### config.mk
export PLATFORM = sky130hd
export DESIGN_NAME = mem_arbiter_flat
export DESIGN_NICKNAME = d
export VERILOG_FILES = /design/src/rtl/mem_arb_pkg.sv /design/src/rtl/mem_arbiter_if.sv /design/src/rtl/mem_arbiter_rr_arb2.sv /design/src/rtl/mem_arbiter.sv /design/src/flat_wrapper.sv
export SDC_FILE = /design/constraint.sdc
export NUM_CORES = 1
export LEC_CHECK = 0
export CORE_MARGIN = 8
export CORE_UTILIZATION = 32
export DETAILED_ROUTE_END_ITERATION = 8
export GPL_ROUTABILITY_DRIVEN = 0
export PLACE_DENSITY = 0.83
export SYNTH_ARGS = -nofsm -noshare
export SYNTH_HDL_FRONTEND = slang
export SYNTH_SLANG_ARGS = --single-unit
export TNS_END_PERCENT = 1
### constraint.sdc
create_clock -name clk -period 2.8 [get_ports clk]
set_clock_uncertainty 0.15 [all_clocks]
set_input_delay 0.42 -clock clk [delete_from_list [all_inputs] [get_ports clk]]
set_output_delay 0.42 -clock clk [all_outputs]
set_load 0.005 [all_outputs]
### src/rtl/mem_arb_pkg.sv
// Shared constants for the SRAM arbiter: address region codes and the
// default fill word returned for cpu data reads that miss the SRAM.
package mem_arb_pkg;

    typedef logic [3:0] region_t;

    localparam region_t REGION_SRAM = 4'h0;
    localparam region_t REGION_VRAM = 4'h8;
    localparam region_t REGION_CTRL = 4'hF;

    localparam logic [15:0] RD_FILL_DEFAULT = 16'hEEEE;

endpackage

### src/rtl/mem_arbiter_if.sv
// Requester, SRAM and write-strobe signals around mem_arbiter.
// slave = arbiter side, master = surrounding system (cpu, debug, SRAM).
interface mem_arbiter_if #(
    parameter int AW = 16,
    parameter int DW = 16
);
    logic [AW-1:0] ins_rd_addr;
    logic          ins_rd_req;
    logic          ins_rd_rdy;
    logic [DW-1:0] ins_rd_data;

    logic [AW-1:0] dat_rw_addr;
    logic          dat_rd_req;
    logic          dat_rd_rdy;
    logic [DW-1:0] dat_rd_data;
    logic [DW-1:0] dat_wr_data;
    logic          dat_wr_req;
    logic          dat_wr_rdy;

    logic          dbg_we;
    logic [AW-1:0] dbg_waddr;
    logic [DW-1:0] dbg_wdata;

    logic [AW-1:0] mem_raddr;
    logic          mem_re;
    logic [DW-1:0] mem_rdata;
    logic [AW-1:0] waddr;
    logic [DW-1:0] wdata;
    logic          sram_we;
    logic          vram_we;
    logic          ctrl_we;

    modport slave (
        input  ins_rd_addr, ins_rd_req, dat_rw_addr, dat_rd_req, dat_wr_data,
               dat_wr_req, dbg_we, dbg_waddr, dbg_wdata, mem_rdata,
        output ins_rd_rdy, ins_rd_data, dat_rd_rdy, dat_rd_data, dat_wr_rdy,
               mem_raddr, mem_re, waddr, wdata, sram_we, vram_we, ctrl_we
    );

    modport master (
        output ins_rd_addr, ins_rd_req, dat_rw_addr, dat_rd_req, dat_wr_data,
               dat_wr_req, dbg_we, dbg_waddr, dbg_wdata, mem_rdata,
        input  ins_rd_rdy, ins_rd_data, dat_rd_rdy, dat_rd_data, dat_wr_rdy,
               mem_raddr, mem_re, waddr, wdata, sram_we, vram_we, ctrl_we
    );

endinterface

### src/rtl/mem_arbiter_rr_arb2.sv
// Two-requester round-robin: combinational grant, pointer remembers the
// loser of the last contention and only moves when both request.
module rr_arb2 (
    input  logic       clk,
    input  logic       reset,
    input  logic [1:0] req,
    output logic [1:0] gnt
);

    logic ptr_p1;

    always_comb begin
        gnt = req;
        if (req == 2'b11) gnt = ptr_p1 ? 2'b10 : 2'b01;
    end

    always_ff @(posedge clk) begin
        if (reset)              ptr_p1 <= 1'b0;
        else if (req == 2'b11)  ptr_p1 <= ~ptr_p1;
    end

endmodule

### src/rtl/mem_arbiter.sv
// SRAM read/write port arbiter for cpu16 fetch/data and SPI debug writes.
// Optional stall counters are built when MEM_ARB_STATS_EN is defined.
module mem_arbiter
    import mem_arb_pkg::*;
#(
    parameter int            AW      = 16,
    parameter int            DW      = 16,
    parameter logic [DW-1:0] RD_FILL = DW'(RD_FILL_DEFAULT)
) (
    input  logic          clk,
    input  logic          reset,
    mem_arbiter_if.slave  bus
`ifdef MEM_ARB_STATS_EN
   ,output logic [15:0]   ins_stall_cnt,
    output logic [15:0]   dat_stall_cnt,
    output logic [15:0]   wr_stall_cnt
`endif
);

    region_t       dat_region, wr_region;
    logic          dat_rd_eff, dat_is_sram, dat_fill;
    logic [1:0]    rd_req, rd_gnt;
    logic          cpu_wr_go, wr_active;
    logic [AW-1:0] wr_addr;

    logic          ins_rdy_p1, dat_rdy_p1, dat_sram_p1, wr_rdy_p1;
    logic [DW-1:0] ins_hold_p1, dat_hold_p1, dat_rsp;

    // A write from the cpu masks its own read request that cycle.
    always_comb begin
        dat_region  = bus.dat_rw_addr[AW-1 -: 4];
        dat_rd_eff  = bus.dat_rd_req & ~bus.dat_wr_req;
        dat_is_sram = (dat_region == REGION_SRAM);
        rd_req      = reset ? 2'b00 : {dat_rd_eff & dat_is_sram, bus.ins_rd_req};
        dat_fill    = ~reset & dat_rd_eff & ~dat_is_sram;
    end

    rr_arb2 u_rr (
        .clk   (clk),
        .reset (reset),
        .req   (rd_req),
        .gnt   (rd_gnt)
    );

    assign bus.mem_re    = |rd_gnt;
    assign bus.mem_raddr = rd_gnt[1] ? bus.dat_rw_addr : bus.ins_rd_addr;

    // Debug wins the write port; ctrl_we stays live in reset so debug can release the cpu.
    always_comb begin
        wr_addr     = bus.dbg_we ? bus.dbg_waddr : bus.dat_rw_addr;
        wr_region   = wr_addr[AW-1 -: 4];
        cpu_wr_go   = bus.dat_wr_req & ~bus.dbg_we & ~reset;
        wr_active   = bus.dbg_we | cpu_wr_go;
        bus.waddr   = wr_addr;
        bus.wdata   = bus.dbg_we ? bus.dbg_wdata : bus.dat_wr_data;
        bus.sram_we = ~reset & wr_active & (wr_region == REGION_SRAM);
        bus.vram_we = ~reset & wr_active & (wr_region == REGION_VRAM);
        bus.ctrl_we = wr_active & (wr_region == REGION_CTRL);
    end

    // ---- completion stage: grant in N -> rdy in N+1 ----
    always_ff @(posedge clk) begin
        if (reset) begin
            ins_rdy_p1  <= 1'b0;
            dat_rdy_p1  <= 1'b0;
            dat_sram_p1 <= 1'b0;
            wr_rdy_p1   <= 1'b0;
            ins_hold_p1 <= '0;
            dat_hold_p1 <= '0;
        end else begin
            ins_rdy_p1  <= rd_gnt[0];
            dat_rdy_p1  <= rd_gnt[1] | dat_fill;
            dat_sram_p1 <= rd_gnt[1];
            wr_rdy_p1   <= cpu_wr_go;
            if (ins_rdy_p1) ins_hold_p1 <= bus.mem_rdata;
            if (dat_rdy_p1) dat_hold_p1 <= dat_rsp;
        end
    end

    // SRAM data arrives in the completion cycle; the hold register keeps it stable afterwards.
    assign dat_rsp         = dat_sram_p1 ? bus.mem_rdata : RD_FILL;
    assign bus.ins_rd_rdy  = ins_rdy_p1;
    assign bus.ins_rd_data = ins_rdy_p1 ? bus.mem_rdata : ins_hold_p1;
    assign bus.dat_rd_rdy  = dat_rdy_p1;
    assign bus.dat_rd_data = dat_rdy_p1 ? dat_rsp : dat_hold_p1;
    assign bus.dat_wr_rdy  = wr_rdy_p1;

`ifdef MEM_ARB_STATS_EN
    function automatic logic [15:0] sat_inc(input logic [15:0] v, input logic en);
        return (en && v != 16'hFFFF) ? v + 16'd1 : v;
    endfunction

    always_ff @(posedge clk) begin
        if (reset) begin
            ins_stall_cnt <= '0;
            dat_stall_cnt <= '0;
            wr_stall_cnt  <= '0;
        end else begin
            ins_stall_cnt <= sat_inc(ins_stall_cnt, bus.ins_rd_req & ~rd_gnt[0]);
            dat_stall_cnt <= sat_inc(dat_stall_cnt, bus.dat_rd_req & ~(rd_gnt[1] | dat_fill));
            wr_stall_cnt  <= sat_inc(wr_stall_cnt, bus.dat_wr_req & bus.dbg_we);
        end
    end
`endif

endmodule
### src/flat_wrapper.sv
// flat-port wrapper written by rule: the top's interface ports become plain ports
module mem_arbiter_flat import mem_arb_pkg::*;
#(
    parameter int            AW      = 16,
    parameter int            DW      = 16,
    parameter logic [DW-1:0] RD_FILL = DW'(RD_FILL_DEFAULT)
)
  (clk, reset, bus_ins_rd_addr, bus_ins_rd_req, bus_dat_rw_addr, bus_dat_rd_req, bus_dat_wr_data, bus_dat_wr_req, bus_dbg_we, bus_dbg_waddr, bus_dbg_wdata, bus_mem_rdata, bus_ins_rd_rdy, bus_ins_rd_data, bus_dat_rd_rdy, bus_dat_rd_data, bus_dat_wr_rdy, bus_mem_raddr, bus_mem_re, bus_waddr, bus_wdata, bus_sram_we, bus_vram_we, bus_ctrl_we);
  mem_arbiter_if #(.AW(AW), .DW(DW)) bus_i ();
  input  logic clk;
  input  logic reset;
  input wire logic [$bits(bus_i.ins_rd_addr)-1:0] bus_ins_rd_addr;
  input wire logic [$bits(bus_i.ins_rd_req)-1:0] bus_ins_rd_req;
  input wire logic [$bits(bus_i.dat_rw_addr)-1:0] bus_dat_rw_addr;
  input wire logic [$bits(bus_i.dat_rd_req)-1:0] bus_dat_rd_req;
  input wire logic [$bits(bus_i.dat_wr_data)-1:0] bus_dat_wr_data;
  input wire logic [$bits(bus_i.dat_wr_req)-1:0] bus_dat_wr_req;
  input wire logic [$bits(bus_i.dbg_we)-1:0] bus_dbg_we;
  input wire logic [$bits(bus_i.dbg_waddr)-1:0] bus_dbg_waddr;
  input wire logic [$bits(bus_i.dbg_wdata)-1:0] bus_dbg_wdata;
  input wire logic [$bits(bus_i.mem_rdata)-1:0] bus_mem_rdata;
  output wire logic [$bits(bus_i.ins_rd_rdy)-1:0] bus_ins_rd_rdy;
  output wire logic [$bits(bus_i.ins_rd_data)-1:0] bus_ins_rd_data;
  output wire logic [$bits(bus_i.dat_rd_rdy)-1:0] bus_dat_rd_rdy;
  output wire logic [$bits(bus_i.dat_rd_data)-1:0] bus_dat_rd_data;
  output wire logic [$bits(bus_i.dat_wr_rdy)-1:0] bus_dat_wr_rdy;
  output wire logic [$bits(bus_i.mem_raddr)-1:0] bus_mem_raddr;
  output wire logic [$bits(bus_i.mem_re)-1:0] bus_mem_re;
  output wire logic [$bits(bus_i.waddr)-1:0] bus_waddr;
  output wire logic [$bits(bus_i.wdata)-1:0] bus_wdata;
  output wire logic [$bits(bus_i.sram_we)-1:0] bus_sram_we;
  output wire logic [$bits(bus_i.vram_we)-1:0] bus_vram_we;
  output wire logic [$bits(bus_i.ctrl_we)-1:0] bus_ctrl_we;
  assign bus_i.ins_rd_addr = bus_ins_rd_addr;
  assign bus_i.ins_rd_req = bus_ins_rd_req;
  assign bus_i.dat_rw_addr = bus_dat_rw_addr;
  assign bus_i.dat_rd_req = bus_dat_rd_req;
  assign bus_i.dat_wr_data = bus_dat_wr_data;
  assign bus_i.dat_wr_req = bus_dat_wr_req;
  assign bus_i.dbg_we = bus_dbg_we;
  assign bus_i.dbg_waddr = bus_dbg_waddr;
  assign bus_i.dbg_wdata = bus_dbg_wdata;
  assign bus_i.mem_rdata = bus_mem_rdata;
  assign bus_ins_rd_rdy = bus_i.ins_rd_rdy;
  assign bus_ins_rd_data = bus_i.ins_rd_data;
  assign bus_dat_rd_rdy = bus_i.dat_rd_rdy;
  assign bus_dat_rd_data = bus_i.dat_rd_data;
  assign bus_dat_wr_rdy = bus_i.dat_wr_rdy;
  assign bus_mem_raddr = bus_i.mem_raddr;
  assign bus_mem_re = bus_i.mem_re;
  assign bus_waddr = bus_i.waddr;
  assign bus_wdata = bus_i.wdata;
  assign bus_sram_we = bus_i.sram_we;
  assign bus_vram_we = bus_i.vram_we;
  assign bus_ctrl_we = bus_i.ctrl_we;
  mem_arbiter #(.AW(AW), .DW(DW), .RD_FILL(RD_FILL)) u_core (.clk(clk), .reset(reset), .bus(bus_i));
endmodule
; Word-level counts from Yosys, hierarchy flattened
; Cells that the tools add are included.
[op_classes]
n_eq_ne = 3
n_bitwise = 17
n_mux = 9
reduce_logical = 3
[ops]
columns = cell, count
row1 = two-way mux 16 bit, 6
row2 = AND 1 bit, 10
row3 = "== test 4 bit, second input constant", 2
row4 = logical NOT 4 bit, 2
row5 = two-way mux 2 bit, 3
row6 = NOT 1 bit, 5
row7 = "== test 2 bit, second input constant", 1
row8 = bitwise OR 1 bit, 2
row9 = OR reduction 2 bit, 1
[totals]
inputBits = 102
out_inout_bits = 87
regBits = 37
wordCells = 39

; Depth between registers and ports, before layout
[depth]
word_depth = 7
ltp_mapped = 5
depth_no_buf = 3

; By module
; From an unflattened synthesis, not the netlist that was laid out.
[unflattened]
cells_unflattened = 212
hier_area_um2 = 2234.6
[modules_own_cells]
columns = mod, cells_per_inst, instances, area_each_um2
row1 = mem_arbiter, 205, 1, 2169.6
row2 = rr_arb2, 7, 1, 65.1

; Worst setup path after synthesis
; OpenSTA, ideal clock, no wires.
[synth_timing]
path_kind = in2out
from = input port bus_dat_rw_addr[12]
to = output port bus_mem_raddr[10]
path_slack_ps = 361
t_arrival_ps = 1869
required_ps = 2230
path_stages = 5
n_path_buf = 2
cell_sequence = or4_1 > or3_1 > buf_6 > buf_12 > mux2_4
[synth_via]
elab_chain_len = 6
[synth_lines]
columns = item, line
row1 = start: declaration, flat_wrapper.sv:14  ; input wire logic [$bits(bus_i.dat_rw_addr)-1:0] bus_dat_rw_addr;
row2 = logical NOT 4 bit *, mem_arbiter.sv:33  ; dat_is_sram = (dat_region == REGION_SRAM);
row3 = AND 1 bit *, mem_arbiter.sv:34  ; rd_req = reset ? 2'b00 : {dat_rd_eff & dat_is_sram, bus.ins_rd_req};
row4 = two-way mux 2 bit *, mem_arbiter.sv:34
row5 = == test 2 bit, mem_arbiter_rr_arb2.sv:14  ; if (req == 2'b11) gnt = ptr_p1 ? 2'b10 : 2'b01;
row6 = two-way mux 2 bit *, mem_arbiter_rr_arb2.sv:14
row7 = two-way mux 16 bit *, mem_arbiter.sv:46  ; assign bus.mem_raddr = rd_gnt[1] ? bus.dat_rw_addr : bus.ins_rd_addr;
row8 = end: declaration, flat_wrapper.sv:27  ; output wire logic [$bits(bus_i.mem_raddr)-1:0] bus_mem_raddr;
; Every way passes the cells marked *; elsewhere a longest branch is shown, timed or not.

; Worst setup path in the final report
[layout_timing]
from = input port bus_dat_rw_addr[13]
to = output port bus_mem_raddr[9]
; The elaborated chain is that of the path after synthesis.

==> flow_summary.ini <==
[placement]
portBuffers = 188
place_area_um2 = 4170
place_hpwl_um = 7590

[clock_tree]
clock_latency_ns = 0.28
path_clk_slew_ns = 0.07
clkSinkCount = 37
clock_path_buffers = 2
cts_setup_buffers = 0
root_buffer = clkbuf_8
cts_tree = yes
h-tree-depth = 2
cts_made_buffers = 5

[run]
maxCapViolations = 0

[global_route]
grt_pass1_vias = 2459
grt_overflow = 0
grt_max_degree = 39
antenna_found_initial = 1
grt_use_total_pct = 17.6
grt_pass1_wl_um = 13700

[sta]
rsz0062_at_grt = yes
finalSetupViolations = 0
hold_viol_final = 0
timing.fmax_mhz = 359
fin_crit_sh_pct = 99.4
worst_slew_pin_slew_ns = 0.649
slew_violations = 0
hold_ws_ns = 0.351
min_period_ns = 2.78
slew_headroom_pct = 56.7

[die]
chipHeight_um = 97.6
core_um2 = 6390
boundaryPins = 189
chipWidth_um = 97.6
row_count = 29
start_util_pct = 33.4
die_area_um2 = 9530

[yosys]
yosysSeqAreaShare_pct = 34.8
synth_nets = 324
yosys_warnings = 0
syn_area_um2 = 2130
syn_area_per_cell_um2 = 9.60
synthCells = 222
synthDistinctLibCells = 25
synth-seq-cells = 37

[setup_path]
end_kind = output port
critPathRequiredTime_ns = 2.23
worst-setup-path-type = in2out
reg2reg_from = u_core.dat_sram_p1$_SDFF_PP0_
critPathLaunch = bus_dat_rw_addr[13]
arrival_ns = 2.21
cp-start-kind = primary input
cp_max_fo = 5

[cells_and_area]
num-fill-cells = 536
area_growth_pct = 100
regArea_um2 = 741
fin_util_pct = 66.8
drive_gt1_share_pct = 27.5
multi_input_area_um2 = 1250
final_nets = 523
stdcell_area_um2 = 4270

[power_and_ir_drop]
p_leak_nw = 1.76
powerDensity_nw_per_um2 = 354
power_mw = 1.51
vdd_ir_drop_max_uv = 284

[run_status]
outcome = complete, no violations

[route]
drcViolationCount = 0
antenna_left = 0
detail_route.wirelength_um = 8940
drtPass1Iterations = 4
vias = 2314
drt_iter0_markers = 46
vias_per_cell = 4.63
drt-wirelength-per-cell_um = 17.9

[hold_path]
min_path_type = reg2reg
min_from = u_core.u_rr.ptr_p1$_SDFFE_PP0P_
## through the flow
| stage | setup TNS (ns) | instances | worst slack, ns |
|---|---|---|---|
| finish | 0 | 500 | 0.0163 |
| global route | -0.0411 | 500 | -0.0123 |
| CTS | -0.498 | 499 | -0.0702 |
| detailed placement | -9.01 | 490 | -0.547 |
| global placement | -8.30 | 490 | -0.505 |
| floorplan | 0 | 222 | 0.361 |
## kinds of logic after synthesis
group | after synthesis | share of synthesized area, %
compound gates | 21 | 5.99
buf+inv | 33 | 6.93
flops | 37 | 34.8
mux | 61 | 33.1
simple gates | 70 | 19.2
## report_power, final
group	leakage, nW	switching [mW]	internal, mW	total, mW
clock	0.0544	0.191	0.266	0.458
combinational	1.40	0.153	0.347	0.500
sequential	0.302	0.00559	0.548	0.554
total	1.76	0.350	1.16	1.51
## what timing repair did
item	CTS	global route
gates resized for setup	65	14
endpoints found under the setup margin	21	19
hold buffers	0	0
gates cloned	1	0
pin swaps	2	1
endpoints found under the hold margin	0	0
## worst paths after layout
| check | endpoint | slack (ns) | cells after the start |
|---|---|---|---|
| max | bus_mem_raddr[9] | 0.02 | 6 |
| min | u_core.bus.ins_rd_rdy$_SDFF_PP0_ | 0.35 | 1 |
| max reg2reg | u_core.dat_hold_p1[15]$_SDFF_PP0_ | 1.34 | 3 |
| min reg2reg | u_core.bus.ins_rd_rdy$_SDFF_PP0_ | 0.35 | 1 |
## routing by layer
layer	track usage, %	wire (µm)	vias up
li1	-	-	1155
met1	17.5	3280	1064
met2	32.9	4760	89
met3	7.33	798	6
met4	4.08	103	0
met5	0	0	-
## cell usage in the layout, fill, tap and decap left out, types with 4 or more instances in the layout
cell type        count
clkbuf_2             9
dlygate4sd2_1        7
and2_2               4
dfxtp_1             37
o21ai_0              6
buf_4               18
nor2_1              14
nand3_1              6
mux2_4               5
clkdlybuf4s50_1    161
buf_2                6
inv_1               16
mux2_2              56
clkbuf_8             5
a31oi_1             12
nor2b_1             37
## critical path: stages
cell           delay, ns
dlygate4sd2_1       0.24
or4_4               0.54
or3_4               0.44
buf_8               0.16
mux2_4              0.30
buf_6               0.12
## final cells by class
type | count | area share (%)
Sequential cell | 37 | 17.4
Tap cell | 77 | 2.26
Timing Repair Buffer | 209 | 46.9
Clock buffer | 5 | 1.61
Multi-Input combinational cell | 152 | 29.4
Antenna cell | 1 | 0.0586
Clock inverter | 3 | 1.08
Inverter | 16 | 1.41
## Yosys cell counts, drive strengths merged
library cell | number | share of area (%)
o21ai | 6 | 1.4
nor2b | 37 | 11
or3b | 2 | 0.82
nor4 | 1 | 0.29
a211o | 1 | 0.41
nor2 | 14 | 2.5
or4 | 1 | 0.35
a31oi | 12 | 3.5
nand3 | 6 | 1.4
and2 | 4 | 1.4
inv | 16 | 2.8
nor3b | 1 | 0.35
nand2 | 1 | 0.18
buf | 5 | 2.0
o22a | 1 | 0.41
or3 | 1 | 0.29
or4b | 1 | 0.47
a21oi | 1 | 0.23
clkbuf | 12 | 2.1
mux2 | 61 | 33
dfxtp | 37 | 35
nand2b | 1 | 0.29
## sequential cells by signal (all words and copies together) (netlist names)
signal                 cells
u_core.bus.dat_rd_rdy      1
u_core.bus.dat_wr_rdy      1
u_core.bus.ins_rd_rdy      1
u_core.dat_hold_p1        16
u_core.dat_sram_p1         1
u_core.ins_hold_p1        16
u_core.u_rr.ptr_p1         1
Note: power is estimated with default switching activity, not from simulation.
==> variant (config.mk and constraints unchanged) <==
`AW` is set to 16 in 3 places; all go to 14.
--- a/src/rtl/mem_arbiter_if.sv
+++ b/src/rtl/mem_arbiter_if.sv
@@ -1,7 +1,7 @@
 // Requester, SRAM and write-strobe signals around mem_arbiter.
 // slave = arbiter side, master = surrounding system (cpu, debug, SRAM).
 interface mem_arbiter_if #(
-    parameter int AW = 16,
+    parameter int AW = 14,
     parameter int DW = 16
 );
     logic [AW-1:0] ins_rd_addr;
--- a/src/rtl/mem_arbiter.sv
+++ b/src/rtl/mem_arbiter.sv
@@ -3,7 +3,7 @@
 module mem_arbiter
     import mem_arb_pkg::*;
 #(
-    parameter int            AW      = 16,
+    parameter int            AW      = 14,
     parameter int            DW      = 16,
     parameter logic [DW-1:0] RD_FILL = DW'(RD_FILL_DEFAULT)
 ) (
--- a/src/flat_wrapper.sv
+++ b/src/flat_wrapper.sv
@@ -1,7 +1,7 @@
 // flat-port wrapper written by rule: the top's interface ports become plain ports
 module mem_arbiter_flat import mem_arb_pkg::*;
 #(
-    parameter int            AW      = 16,
+    parameter int            AW      = 14,
     parameter int            DW      = 16,
     parameter logic [DW-1:0] RD_FILL = DW'(RD_FILL_DEFAULT)
 )
Interface: changed (5 resized); port bits go from 189 to 179. The function was not compared with the original's and may differ.
==> variant against the unedited design <==
Routed wire length shrank 4.7%. Setup slack better by 0.033 ns. Cell area shrank 2.8%. Synthesized area decreased by 1.2%. Combinational power is 2% lower. First-iteration DRC count increased by 13%. Sequential cell count is the same. Sequential power is essentially flat. Non-clock buffer count fell by 20. Power fell by 8.1%.
==> variant: results <==
{
  "status": "complete, no violations",
  "synth_area_leaders": "dfxtp_1 35%, mux2_2 26%, nor2b_1 9.5%",
  "grt_usage_pct": 17.7,
  "clockBufferDepth": 2,
  "tightestPinTransition_ns": 0.658,
  "cp_slowest_cell": "clkdlybuf4s50_1",
  "hold_path_end": "u_core.u_rr.ptr_p1",
  "grt_pass1_wl_mm": 13.7,
  "synth-seq-area-share_pct": 35.2,
  "yosys-top-cells-count": "48 x mux2_2, 37 x dfxtp_1, 32 x nor2b_1, 18 x inv_1, 13 x a31oi_1",
  "syn_nets": 314,
  "dp.final_hpwl_mm": 7.14,
  "dpl_cell_area_mm2": 0.00401,
  "ir_worst_vdd_v": 0.000287,
  "final_layout_size_suffix_gt1_share_pct": 20.1,
  "nets": 494,
  "num_antenna_cells": 0,
  "yosysUniqueCellTypes": 28,
  "wl_per_cell_um": 17.9,
  "critPathMaxFanout": 12,
  "io_buffers": 178,
  "slowest_delay_ns": 0.46,
  "cp_data_arrival_time_ns": 2.18,
  "antenna_found_initial": 0,
  "critPathTopFamily": "buffers and inverters",
  "viasPerCell": 4.77
}
variant: kinds of logic after synthesis:
group | Yosys count | share of synthesized area (%)
AOI/OAI and AO/OA | 21 | 6.18
buffers and inverters | 34 | 6.66
DFF | 37 | 35.2
muxes | 57 | 31.9
and+or+nand+nor | 69 | 20.1
variant: worst register-to-register path, stage by stage, from the launching register on:
cell     delay (ns)
dfxtp_1        0.74
nand2_1        0.11
o22a_1         0.21
nor2b_1        0.12
variant: report_power, final:
group	leakage [nW]	internal [mW]	total (mW)	switching [mW]
registers	0.302	0.549	0.554	0.00580
logic	1.39	0.337	0.489	0.152
clock network	0.0450	0.172	0.347	0.175
variant: cell type report:
cell class | instances | area, um2
Fill cell | 536 | 2200
Timing Repair Buffer | 189 | 1920
Multi-Input combinational cell | 147 | 1240
Sequential cell | 37 | 741
Tap cell | 77 | 96.3
Clock buffer | 6 | 72.6
Inverter | 18 | 67.6
Clock inverter | 2 | 10.0
variant: worst max path at each step:
stage	slack, ns	start	depth (start not counted)	end
final	0.05	bus_dat_rd_req	6	bus_mem_raddr[9]
after global routing	0.002	bus_dbg_we	6	bus_sram_we
after CTS	0.007	reset	5	bus_mem_raddr[12]
after detailed placement	-0.16	bus_dat_rw_addr[12]	5	bus_mem_raddr[2]
after global placement	-0.07	bus_dat_rw_addr[10]	5	bus_mem_raddr[3]
after floorplan	0.80	bus_dbg_we	4	bus_waddr[1]
variant: metal layers:
metal | vias up | part of all wire [%] | track usage, %
met2 | 108 | 55 | 33.9
met3 | 10 | 11 | 8.53
met5 | - | 0 | 0
met1 | 1054 | 32 | 15.9
met4 | 0 | 1.9 | 5.33
li1 | 1099 | - | -
variant: per-stage QoR:
step | instances | total power, mW | hold slack, ns | worst slack, ns
finish | 476 | 1.39 | 0.342 | 0.0492
global route | 476 | 1.47 | 0.353 | 0.00168
CTS | 476 | 1.42 | 0.344 | 0.00719
detailed placement | 467 | 1.06 | 0.328 | -0.161
global placement | 467 | 1.05 | 0.312 | -0.0735
floorplan | 218 | 0.719 | 0.295 | 0.804
variant: timing repair:
item,CTS,global route
gates resized for setup,4,11
setup endpoints to repair,14,13
buffers inserted,1,0
pin swaps,2,2
